--- src/rtl/dmem_access_ctrl_if.sv ---
// Request/response handshake and data-memory bus for dmem_access_ctrl.
// slave: the controller's view; master: the core plus memory environment.
interface dmem_access_ctrl_if #(
  parameter int unsigned WordSize = 32
) ();
  logic                req_valid;
  logic                req_ready;
  logic                req_we;
  logic [WordSize-1:0] req_addr;
  logic [WordSize-1:0] req_wdata;
  logic                resp_valid;
  logic                resp_ready;
  logic [WordSize-1:0] resp_rdata;
  logic                resp_err;
  logic [WordSize-1:0] Mem_Addr;
  logic                Mem_rd;
  logic                Mem_wr;
  logic [WordSize-1:0] Mem_DIN;
  logic [WordSize-1:0] Mem_DOUT;

  modport slave (
    input  req_valid, req_we, req_addr, req_wdata, resp_ready, Mem_DOUT,
    output req_ready, resp_valid, resp_rdata, resp_err, Mem_Addr, Mem_rd, Mem_wr, Mem_DIN
  );

  modport master (
    output req_valid, req_we, req_addr, req_wdata, resp_ready, Mem_DOUT,
    input  req_ready, resp_valid, resp_rdata, resp_err, Mem_Addr, Mem_rd, Mem_wr, Mem_DIN
  );
endinterface

--- src/rtl/dmem_access_ctrl.sv ---
// Data-memory access controller: takes one load/store at a time, holds the memory
// strobes and address stable for a fixed number of cycles, then returns a response.
module dmem_access_ctrl #(
  parameter int unsigned WordSize = 32,
  parameter int unsigned RD_WAIT  = 2,
  parameter int unsigned WR_WAIT  = 2
) (
  input  logic                 CLK,
  input  logic                 Reset,
  dmem_access_ctrl_if.slave    bus
);

  typedef enum logic [1:0] {StIdle, StRead, StWrite, StResp} state_e;

  localparam int unsigned MaxWait = (RD_WAIT > WR_WAIT) ? RD_WAIT : WR_WAIT;
  // Counter only needs to hold MaxWait-1.
  localparam int unsigned CntW    = (MaxWait > 1) ? $clog2(MaxWait) : 1;
  localparam logic [CntW-1:0] RdInit = CntW'(RD_WAIT - 1);
  localparam logic [CntW-1:0] WrInit = CntW'(WR_WAIT - 1);

  state_e              state_q, state_d;
  logic [CntW-1:0]     cnt_q, cnt_d;
  logic [WordSize-1:0] mem_addr_q, mem_addr_d;
  logic [WordSize-1:0] mem_din_q, mem_din_d;
  logic                mem_rd_q, mem_rd_d;
  logic                mem_wr_q, mem_wr_d;
  logic                resp_valid_q, resp_valid_d;
  logic                resp_err_q, resp_err_d;
  logic [WordSize-1:0] resp_rdata_q, resp_rdata_d;

  // Next-state and registered-output computation.
  always_comb begin
    state_d      = state_q;
    cnt_d        = cnt_q;
    mem_addr_d   = mem_addr_q;
    mem_din_d    = mem_din_q;
    mem_rd_d     = mem_rd_q;
    mem_wr_d     = mem_wr_q;
    resp_valid_d = resp_valid_q;
    resp_err_d   = resp_err_q;
    resp_rdata_d = resp_rdata_q;

    unique case (state_q)
      StIdle: begin
        if (bus.req_valid) begin
          if (bus.req_addr[1:0] != 2'b00) begin
            // Misaligned: answer immediately, memory is never touched.
            resp_valid_d = 1'b1;
            resp_err_d   = 1'b1;
            resp_rdata_d = '0;
            state_d      = StResp;
          end else if (bus.req_we) begin
            mem_wr_d   = 1'b1;
            mem_addr_d = bus.req_addr;
            mem_din_d  = bus.req_wdata;
            cnt_d      = WrInit;
            state_d    = StWrite;
          end else begin
            mem_rd_d   = 1'b1;
            mem_addr_d = bus.req_addr;
            cnt_d      = RdInit;
            state_d    = StRead;
          end
        end
      end
      StRead: begin
        if (cnt_q != '0) begin
          cnt_d = cnt_q - CntW'(1);
        end else begin
          resp_rdata_d = bus.Mem_DOUT;
          mem_rd_d     = 1'b0;
          resp_valid_d = 1'b1;
          resp_err_d   = 1'b0;
          state_d      = StResp;
        end
      end
      StWrite: begin
        if (cnt_q != '0) begin
          cnt_d = cnt_q - CntW'(1);
        end else begin
          resp_rdata_d = '0;
          mem_wr_d     = 1'b0;
          resp_valid_d = 1'b1;
          resp_err_d   = 1'b0;
          state_d      = StResp;
        end
      end
      StResp: begin
        if (bus.resp_ready) begin
          resp_valid_d = 1'b0;
          resp_err_d   = 1'b0;
          state_d      = StIdle;
        end
      end
      default: state_d = StIdle;
    endcase
  end

  // State and output registers; async reset drops the memory strobes at once.
  always_ff @(posedge CLK or posedge Reset) begin
    if (Reset) begin
      state_q      <= StIdle;
      cnt_q        <= '0;
      mem_addr_q   <= '0;
      mem_din_q    <= '0;
      mem_rd_q     <= 1'b0;
      mem_wr_q     <= 1'b0;
      resp_valid_q <= 1'b0;
      resp_err_q   <= 1'b0;
      resp_rdata_q <= '0;
    end else begin
      state_q      <= state_d;
      cnt_q        <= cnt_d;
      mem_addr_q   <= mem_addr_d;
      mem_din_q    <= mem_din_d;
      mem_rd_q     <= mem_rd_d;
      mem_wr_q     <= mem_wr_d;
      resp_valid_q <= resp_valid_d;
      resp_err_q   <= resp_err_d;
      resp_rdata_q <= resp_rdata_d;
    end
  end

  assign bus.req_ready  = (state_q == StIdle);
  assign bus.resp_valid = resp_valid_q;
  assign bus.resp_err   = resp_err_q;
  assign bus.resp_rdata = resp_rdata_q;
  assign bus.Mem_Addr   = mem_addr_q;
  assign bus.Mem_DIN    = mem_din_q;
  assign bus.Mem_rd     = mem_rd_q;
  assign bus.Mem_wr     = mem_wr_q;

endmodule

--- src/flat_wrapper.sv ---
// flat-port wrapper written by rule: the top's interface ports become plain ports
module dmem_access_ctrl_flat 
#(
  parameter int unsigned WordSize = 32,
  parameter int unsigned RD_WAIT  = 2,
  parameter int unsigned WR_WAIT  = 2
)
  (CLK, Reset, bus_req_valid, bus_req_we, bus_req_addr, bus_req_wdata, bus_resp_ready, bus_Mem_DOUT, bus_req_ready, bus_resp_valid, bus_resp_rdata, bus_resp_err, bus_Mem_Addr, bus_Mem_rd, bus_Mem_wr, bus_Mem_DIN);
  dmem_access_ctrl_if #(.WordSize(WordSize)) bus_i ();
  input  logic CLK;
  input  logic Reset;
  input wire logic [$bits(bus_i.req_valid)-1:0] bus_req_valid;
  input wire logic [$bits(bus_i.req_we)-1:0] bus_req_we;
  input wire logic [$bits(bus_i.req_addr)-1:0] bus_req_addr;
  input wire logic [$bits(bus_i.req_wdata)-1:0] bus_req_wdata;
  input wire logic [$bits(bus_i.resp_ready)-1:0] bus_resp_ready;
  input wire logic [$bits(bus_i.Mem_DOUT)-1:0] bus_Mem_DOUT;
  output wire logic [$bits(bus_i.req_ready)-1:0] bus_req_ready;
  output wire logic [$bits(bus_i.resp_valid)-1:0] bus_resp_valid;
  output wire logic [$bits(bus_i.resp_rdata)-1:0] bus_resp_rdata;
  output wire logic [$bits(bus_i.resp_err)-1:0] bus_resp_err;
  output wire logic [$bits(bus_i.Mem_Addr)-1:0] bus_Mem_Addr;
  output wire logic [$bits(bus_i.Mem_rd)-1:0] bus_Mem_rd;
  output wire logic [$bits(bus_i.Mem_wr)-1:0] bus_Mem_wr;
  output wire logic [$bits(bus_i.Mem_DIN)-1:0] bus_Mem_DIN;
  assign bus_i.req_valid = bus_req_valid;
  assign bus_i.req_we = bus_req_we;
  assign bus_i.req_addr = bus_req_addr;
  assign bus_i.req_wdata = bus_req_wdata;
  assign bus_i.resp_ready = bus_resp_ready;
  assign bus_i.Mem_DOUT = bus_Mem_DOUT;
  assign bus_req_ready = bus_i.req_ready;
  assign bus_resp_valid = bus_i.resp_valid;
  assign bus_resp_rdata = bus_i.resp_rdata;
  assign bus_resp_err = bus_i.resp_err;
  assign bus_Mem_Addr = bus_i.Mem_Addr;
  assign bus_Mem_rd = bus_i.Mem_rd;
  assign bus_Mem_wr = bus_i.Mem_wr;
  assign bus_Mem_DIN = bus_i.Mem_DIN;
  dmem_access_ctrl #(.WordSize(WordSize), .RD_WAIT(RD_WAIT), .WR_WAIT(WR_WAIT)) u_core (.CLK(CLK), .Reset(Reset), .bus(bus_i));
endmodule
--- config.mk ---
export PLATFORM = sky130hd
export DESIGN_NAME = dmem_access_ctrl_flat
export DESIGN_NICKNAME = d
export VERILOG_FILES = /design/src/rtl/dmem_access_ctrl_if.sv /design/src/rtl/dmem_access_ctrl.sv /design/src/flat_wrapper.sv
export SDC_FILE = /design/constraint.sdc
export NUM_CORES = 1
export LEC_CHECK = 0
export CAP_MARGIN = 20
export CORE_MARGIN = 1
export CORE_UTILIZATION = 44
export DETAILED_ROUTE_END_ITERATION = 6
export PLACE_DENSITY = 0.85
export SYNTH_ARGS = -nofsm -noshare
export SYNTH_HDL_FRONTEND = slang
export SYNTH_SLANG_ARGS = --single-unit
--- constraint.sdc ---
create_clock -name CLK -period 10.7 [get_ports CLK]
set_input_delay 2.14 -clock CLK [delete_from_list [all_inputs] [get_ports CLK]]
set_output_delay 2.14 -clock CLK [all_outputs]
set_load 0.01 [all_outputs]
* Yosys cells after proc, flatten, opt, wreduce, memory -nomap -nowiden
Cells that the tools add are included.
** Storage, ports and cells
- Bits in registers :: 103
- Input port bits :: 101
- Output and inout port bits :: 101
** Operators by class
- Equal/unequal tests :: 12
- Add/sub/neg operators :: 1
- Mux-type cells :: 30
- Reduce and logical (&&, ||, !) cells :: 15
- Bitwise gates (word level) :: 1
** Operators with widths (number)
- $mux W32 :: 4
- $pmux W32 S3 :: 1
- $ne A2 B2 Y1 const B :: 8
- $reduce_and A5 Y1 :: 3
- $mux W1 :: 14
- $mux W2 :: 5
- $reduce_and A3 Y1 :: 3
- $reduce_and A4 Y1 :: 2
- $reduce_bool A2 Y1 :: 4
- $pmux W1 S2 :: 3
- $pmux W1 S3 :: 2
- $pmux W2 S3 :: 1
- $eq A2 B2 Y1 const B :: 2
- $reduce_bool A3 Y1 :: 1
- $eq A2 B1 Y1 const B :: 1
- $logic_not A2 Y1 :: 1
- $ne A2 B1 Y1 const B :: 1
- $reduce_or A2 Y1 :: 1
- $not A1 Y1 :: 1
- $sub A1 B1 Y1 const B :: 1

* Logic depth before layout (Yosys ltp)
Gate-level depths: netlist (run 1).
- Depth in word-level cells :: 4
- Gate-level depth with buffers :: 7

* Worst setup path after synthesis (run 1)
Ideal clock, no wire load.
- Kind :: input to register
- Start point :: input bus_req_addr[1]
- End point :: register u_core.mem_addr_q[10], in the netlist u_core.bus.Mem_Addr[10]
- Setup slack :: 7.485 ns
- Data required time :: 10.575 ns
- Library setup time :: 0.125 ns
- Data arrival time :: 3.090 ns
- Stages on the path :: 4
- Cells stage by stage :: and4bb_2 -> buf_2 -> buf_2 -> mux2_2
** On the way
- Longest elaborated chain between the ends :: 3
** RTL lines
- start, declared :: line flat_wrapper.sv:14 : input wire logic [$bits(bus_i.req_addr)-1:0] bus_req_addr;
- $reduce_bool A2 Y1 :: line dmem_access_ctrl.sv:46 : if (bus.req_addr[1:0] != 2'b00) begin
- $not A1 Y1 (no line)
- $reduce_and A3 Y1 (no line)
- end signal, assigned :: line dmem_access_ctrl.sv:114 : mem_addr_q <= mem_addr_d;
- end, declared :: line dmem_access_ctrl.sv:23 : logic [WordSize-1:0] mem_addr_q, mem_addr_d;
Every way passes these cells.
A chain may end at the register's enable or synchronous reset.

* Final worst setup path (run 1)
- Start point :: input bus_req_valid
- End point :: register u_core.mem_din_q[22], in the netlist u_core.bus.Mem_DIN[22]
** On the way
- Longest elaborated chain between the ends :: 1
** RTL lines
- start, declared :: line flat_wrapper.sv:12 : input wire logic [$bits(bus_i.req_valid)-1:0] bus_req_valid;
- $reduce_and A4 Y1 (no line)
- end signal, assigned :: line dmem_access_ctrl.sv:115 : mem_din_q <= mem_din_d;
- end, declared :: line dmem_access_ctrl.sv:24 : logic [WordSize-1:0] mem_din_q, mem_din_d;
Every way passes these cells.

==> results of run 1 <==
## per-stage QoR
stage	hold WS [ps]	instance area, sq um	total power, mW	cells
2_1_floorplan	520	4310	1.11	324
3_3_place_gp	473	6400	1.55	643
3_5_place_dp	485	6400	1.59	643
4_1_cts	512	6570	1.81	658
5_1_grt	517	6570	1.90	658
6_report	505	6570	1.79	658
## registers in the layout, summed over array words and instances (netlist names)
signal	flops
u_core.bus.Mem_rd	1
u_core.bus.resp_rdata	32
u_core.state_q	2
u_core.bus.resp_valid	1
u_core.bus.Mem_wr	1
u_core.bus.resp_err	1
u_core.cnt_q	1
u_core.bus.Mem_DIN	32
u_core.bus.Mem_Addr	32
## power groups by stage
stage          clock [mW]  combinational [mW]  sequential, mW
6_report            0.217               0.898           0.672
3_5_place_dp            0               0.905           0.682
4_1_cts             0.225               0.912           0.675
5_1_grt             0.242               0.962           0.695
2_1_floorplan           0               0.359           0.756
3_3_place_gp            0               0.882           0.670
## final timing paths
check / slack (ps) / to / start / cells after the start
worst min-delay path: 500 / u_core.bus.Mem_Addr[0]$_DFFE_PP0P_ / u_core.bus.Mem_Addr[0]$_DFFE_PP0P_ / 1
worst max register to register: 7780 / u_core.bus.Mem_DIN[22]$_DFFE_PP0P_ / u_core.state_q[0]$_DFFE_PP0P_ / 5
worst max-delay path: 6230 / u_core.bus.Mem_DIN[22]$_DFFE_PP0P_ / bus_req_valid / 4
min in group asynchronous: 2180 / u_core.bus.Mem_DIN[5]$_DFFE_PP0P_ / Reset / 2
max in group asynchronous: 7310 / u_core.bus.Mem_Addr[2]$_DFFE_PP0P_ / Reset / 3
worst min register to register: 500 / u_core.bus.Mem_Addr[0]$_DFFE_PP0P_ / u_core.bus.Mem_Addr[0]$_DFFE_PP0P_ / 1
## routing by layer
| layer | wire, um | vias to the layer above |
|---|---|---|
| met5 | 0 | - |
| met4 | 91 | 0 |
| li1 | - | 1473 |
| met3 | 1040 | 8 |
| met2 | 5170 | 136 |
| met1 | 4020 | 1529 |
## cell families (layout without fill, tap and decap cells)
kind of cell    after synthesis  count (layout)
compound gates               12              12
fa+ha+maj                     6               6
buf+inv                      52             257
flops                       103             103
mux                          97              97
simple gates                 54              54
## layout by cell type, fill, tap and decap left out
master	netlist	routed
clkinv_2	0	1
dfrtp_1	103	103
or3b_2	1	1
nand2_1	35	35
a32o_1	1	1
clkdlybuf4s50_1	0	201
a31oi_1	1	1
clkbuf_8	0	9
a21oi_1	3	3
mux2_2	59	59
nor2_1	2	2
nor3b_1	1	1
inv_1	38	37
nand2_2	1	1
nand4_1	1	1
ha_1	6	6
nor4_4	1	1
o2111ai_1	1	1
nor4b_1	1	1
inv_6	0	2
inv_4	0	1
nand3_1	2	2
nand2b_1	2	2
a211o_1	1	1
a41oi_1	2	2
mux2i_1	33	33
o21ai_0	1	1
o21a_1	1	1
and4bb_2	1	1
o2bb2ai_1	1	1
nor2b_1	6	6
clkinvlp_4	0	3
buf_4	0	3
mux2_1	5	5
## worst max-delay path, stage by stage
cell             delay (ps)
clkdlybuf4s50_1         540
and4bb_2                820
nand2_2                 650
mux2_1                  510
## layout make-up
type / count / area [sq um]
inverters: 38 / 145
flip-flops and latches: 103 / 2580
well taps: 129 / 161
clock inverters: 6 / 45.0
clock buffers: 9 / 124
multi-input cells: 169 / 1480
fillers: 692 / 2800
repair buffers: 204 / 2030
==> summary.md, run 1 <==
| Metric | Value |
|---|---|
| Outcome | finished, final reports clean |
| CP Max Fanout | 33 |
| Clock latency on the worst-skew pair | 350 ps |
| Post-layout min period | 4470 ps |
| Syn Nets | 431 |
| Adder-cell area share of the yosys netlist | 0.0174 |
| Initial antenna violation count | 0 |
| Global-route wire length before repair | 16.1 mm |
| RSZ-0062 raised after global routing | no |
| Clock Power Share | 0.121 |
| CTS tree | yes |
| Cell Rows | 35 |
| Finish-stage setup viols | 0 |
| IO Port Bufs | 201 |
| Simple-Gate Fraction of Synth Area | 0.0626 |
| Least-Margin Pin Slew | 845 ps |
| Synth Instances | 324 |
| Max-Cap Viols | 0 |
| Final core utilization | 0.701 |
| CP required | 10,920 ps |
| VDD IR max | 165 uV |
| Largest net degree at the start of global routing | 64 |
| Compound-Gate Fraction of Synth Area | 0.0203 |
| Chip width | 101 um |
| CTS H-Tree Depth | 3 |
| Flop and latch count out of synthesis | 103 |
| Post-synth EDFFs | 0 |
| Share of cells above drive strength 1 | 0.155 |
| Startpoint class of the critical path | input pin |
| Final hold violations | 0 |
| Initial core utilization | 0.460 |
| Sequential area share after synthesis | 0.597 |
| Vias in the first global route | 3,339 |
| Fin Setup TNS | 0 ps |
| Hold buffer count at cts | 0 |
| Area leader, netlist | dfrtp_1 |
| Sw frac | 0.336 |
| Synth cell types | 30 |
| Cell Int Power | 1.19 mW |
| Most common cell in the netlist | dfrtp_1 |
| Fmax | 0.224 GHz |
| Area added between synthesis and finish | 52.3% |
| Sequential share of power | 0.376 |
| Drt via density | 4.78 |
| Arrival @ worst endpoint | 4700 ps |
| Worst setup margin | 6230 ps |
| XOR/XNOR Fraction of Synth Area | 0 |
| Core region area | 9370 sq um |
| Yosys top cell area share | 0.597 |
| GP Congestion | 0.876 |
| Asr flop ratio synth | 1.00 |
| Die Height | 101 um |
| Switch Pwr | 600 uW |
| ANT nets after route | 0 |
| Mux cell area share after synthesis | 0.244 |
| Top post-synthesis cells by area | dfrtp_1 60%, mux2_2 15%, mux2i_1 7.7%, inv_1 3.3%, nand2_1 3.0% |
| Setup crit end kind | flop |
| Sink Count | 103 |
| Overall Global Routing Usage | 0.205 |
| GRT busiest layer | met2 |
| Power density over cell area | 272 nW/um^2 |
| Clock transition at the registers of the reported paths | 90 ps |
| Max-slew violation count | 0 |
| Logic pwr share | 0.502 |
| CTS Buf Count | 9 |
| Initial DRC count | 60 |
| Clk buf depth | 2 |
| Wire per inst | 15.7 um |
| DRC | 0 |
| Worst min path class | reg -> reg |
| Pleak | 2.94 nW |
| M1 GR Usage | 0.234 |
| Total grt overflow | 0 |
| Pre-Repair DR Iteration Count | 4 |
| Setup bufs post-CTS | 0 |
| Post_cts resized | 0 |
| Die ar. | 10,200 sq um |
| WL final | 10.3 mm |
| Post-synth top flop | dfrtp_1 |
| GR Util met3 | 0.0825 |
| Final HPWL DP | 7.76 mm |
| Relative slew slack | 0.437 |
| Yosys warning count | 0 |
| Met2 Resource Use GR | 0.356 |
| I/O pin count | 202 |
| Number of antenna diodes | 0 |
| Clock root buffer | clkbuf_8 |
| Synthesized area | 4310 sq um |
| Pre-CTS setup slack | 5830 ps |
| Period utilization | 0.418 |
| Commonest cells in the netlist | 103 x dfrtp_1, 59 x mux2_2, 38 x inv_1 |
| Layout Nets | 632 |
| Mean Syn Cell Area | 13.3 sq um |
| Largest family of logic cells by synthesized area | multiplexers |
| Clock Skew | 21.0 ps |
| Vias | 3,146 |
| Setup CP Type | in -> reg |
Power figures use the tool's default switching activity.
==> run 2: changes to the inputs <==
--- a/config.mk
+++ b/config.mk
@@ -7,9 +7,9 @@
 export LEC_CHECK = 0
 export CAP_MARGIN = 20
 export CORE_MARGIN = 1
-export CORE_UTILIZATION = 44
+export CORE_UTILIZATION = 37
 export DETAILED_ROUTE_END_ITERATION = 6
-export PLACE_DENSITY = 0.85
+export PLACE_DENSITY = 0.76
 export SYNTH_ARGS = -nofsm -noshare
 export SYNTH_HDL_FRONTEND = slang
 export SYNTH_SLANG_ARGS = --single-unit
==> constraint.sdc (replaced) <==
create_clock -name CLK -period 3.6 [get_ports CLK]
set_input_delay 0.72 -clock CLK [delete_from_list [all_inputs] [get_ports CLK]]
set_output_delay 0.72 -clock CLK [all_outputs]
set_load 0.01 [all_outputs]
==> summary.md, run 2 (same netlist as run 1, synthesis figures left out) <==
| Metric | Value |
|---|---|
| Wire per inst | 14.8 um (was 15.7 um) |
| Final core utilization | 0.593 (was 0.701) |
| WL final | 10.0 mm (was 10.3 mm) |
| Final hold violations | 0 (unchanged) |
| Share of cells above drive strength 1 | 0.156 (was 0.155) |
| CP top delay family | buffers and inverters (was simple AND/OR/NAND/NOR gates) |
| Min Hold Slack | 500 ps (was 505 ps) |
| Area after DPL | 6440 sq um (was 6400 sq um) |
| Setup CP Type | reg -> out (was in -> reg) |
| GR Util met3 | 0.0553 (was 0.0825) |
| Global-route wire length before repair | 15.6 mm (was 16.1 mm) |
| Slowest-stage cell, CP | clkdlybuf4s50_1 (was and4bb_2) |
| Overall Global Routing Usage | 0.168 (was 0.205) |
| CTS H-Tree Depth | 3 (unchanged) |
| Setup crit end kind | primary output (was flop) |
| Commonest non-fill, non-tap cell in the layout | clkdlybuf4s50_1 (unchanged) |
| Largest net degree at the start of global routing | 64 (unchanged) |
| ANT nets after route | 0 (unchanged) |
| Clock root buffer | clkbuf_16 (was clkbuf_8) |
| DRC | 0 (unchanged) |
| Layout Nets | 633 (was 632) |
| GP Congestion | 0.776 (was 0.876) |
| Max-slew violation count | 0 (unchanged) |
| Final non-filler cell total | 674 (was 658) |
| CTS Buf Count | 9 (unchanged) |
| Fin Setup TNS | 0 ps (unchanged) |
| Clock transition at the registers of the reported paths | 70 ps (was 90 ps) |
| # placed instances | 658 (was 643) |
| Post-layout min period | 2470 ps |
| Initial core utilization | 0.379 (was 0.460) |
| Design area | 6740 sq um (was 6570 sq um) |
| CP Max Fanout | 7 (was 33) |
| Die Height | 110 um (was 101 um) |
| Post_cts resized | 0 (unchanged) |
| Met2 Resource Use GR | 0.276 (was 0.356) |
| Finish-stage setup viols | 0 (unchanged) |
| Vias in the first global route | 3,282 (was 3,339) |
| Sink Count | 103 (unchanged) |
| Hold buffer count at cts | 0 (unchanged) |
| Die ar. | 12,100 sq um (was 10,200 sq um) |
| Fmax | 0.406 GHz |
| Pre-Repair DR Iteration Count | 4 (unchanged) |
| Drt via density | 4.58 (was 4.78) |
| CP Buf/Inv Count | 2 (was 1) |
| VDD IR max | 416 uV (was 165 uV) |
| RSZ-0062 raised after global routing | no (unchanged) |
| Period utilization | 0.685 |
| Total grt overflow | 0 (unchanged) |
| Final HPWL DP | 7.28 mm (was 7.76 mm) |
| Initial DRC count | 144 (was 60) |
| Commonest non-fill, non-tap cells in the layout | 201 x clkdlybuf4s50_1, 103 x dfrtp_1, 59 x mux2_2 (unchanged) |
| I/O pin count | 202 (unchanged) |
| Total power | 5.63 mW (was 1.79 mW) |
| CP required | 2880 ps (was 10,920 ps) |
| Vias | 3,084 (was 3,146) |
| Arrival @ worst endpoint | 1750 ps (was 4700 ps) |
| M1 GR Usage | 0.203 (was 0.234) |
| Relative slew slack | 0.500 (was 0.437) |
| Max stage delay on crit path | 600 ps (was 820 ps) |
| Outcome | finished, final reports clean (unchanged) |
| Power density over cell area | 835 nW/um^2 (was 272 nW/um^2) |
| Pleak | 3.01 nW (was 2.94 nW) |
| Max-Cap Viols | 0 (unchanged) |
| Clock latency on the worst-skew pair | 340 ps (was 350 ps) |
| Clock Skew | 5.24 ps (was 21.0 ps) |
| Pre-CTS setup slack | 954 ps (was 5830 ps) |
| Worst setup margin | 1130 ps (was 6230 ps) |
| Setup bufs post-CTS | 0 (unchanged) |
| Area added between synthesis and finish | 56.2% (was 52.3%) |
| Cell Rows | 39 (was 35) |
| Core region area | 11,400 sq um (was 9370 sq um) |
| Number of antenna diodes | 0 (unchanged) |
| Startpoint class of the critical path | flop (was input pin) |
| Cell chain of the critical path | inv_1, ha_1, clkdlybuf4s50_1 (was clkdlybuf4s50_1, and4bb_2, nand2_2, mux2_1) |
| Chip width | 110 um (was 101 um) |
| Worst min path class | reg -> reg (unchanged) |
| Initial antenna violation count | 0 (unchanged) |
| CTS tree | yes (unchanged) |
| IO Port Bufs | 201 (unchanged) |
| Clk buf depth | 2 (unchanged) |
| Least-Margin Pin Slew | 748 ps (was 845 ps) |
| GRT busiest layer | met2 (unchanged) |
-- run 2: cell types whose count changed in the layout (fill, tap and decap cells not counted) --
cell / previous run / this run
buf_12: 0 / 1
bufinv_16: 0 / 1
clkbuf_1: 0 / 1
clkbuf_16: 0 / 9
clkbuf_8: 9 / 1
inv_6: 2 / 0
-- run 2: metal layers --
layer  vias up  wire (um)
li1       1467          -
met1      1481       4170
met2       120       4780
met3        16        895
met4         0        153
met5         -          0
-- run 2: final timing paths --
check / start / end / slack (ps) / cells past startpoint
setup / recovery: u_core.state_q[1]$_DFFE_PP0P_ / bus_req_ready / 1130 / 3
hold / removal: u_core.bus.Mem_DIN[21]$_DFFE_PP0P_ / u_core.bus.Mem_DIN[21]$_DFFE_PP0P_ / 500 / 1
setup reg to reg: u_core.state_q[1]$_DFFE_PP0P_ / u_core.bus.resp_rdata[3]$_DFFE_PP0P_ / 1330 / 7
hold reg to reg: u_core.bus.Mem_DIN[21]$_DFFE_PP0P_ / u_core.bus.Mem_DIN[21]$_DFFE_PP0P_ / 500 / 1
max in group asynchronous: Reset / u_core.bus.resp_err$_DFFE_PP0P_ / 2100 / 3
min in group asynchronous: Reset / u_core.bus.resp_rdata[25]$_DFFE_PP0P_ / 770 / 2
-- run 2: power breakdown --
part	leakage (nW)	internal (mW)	switching, mW
clock network	0.138	0.557	0.413
registers	1.33	1.70	0.298
logic	1.54	1.58	1.08
total	3.01	3.84	1.79
-- run 2: layout make-up --
| type | count | area (sq um) |
|---|---|---|
| multi-input cells | 169 | 1480 |
| well taps | 143 | 179 |
| inverters | 38 | 145 |
| repair buffers | 205 | 2050 |
| flip-flops and latches | 103 | 2580 |
| fillers | 933 | 4630 |
| clock buffers | 11 | 243 |
| clock inverters | 5 | 57.6 |
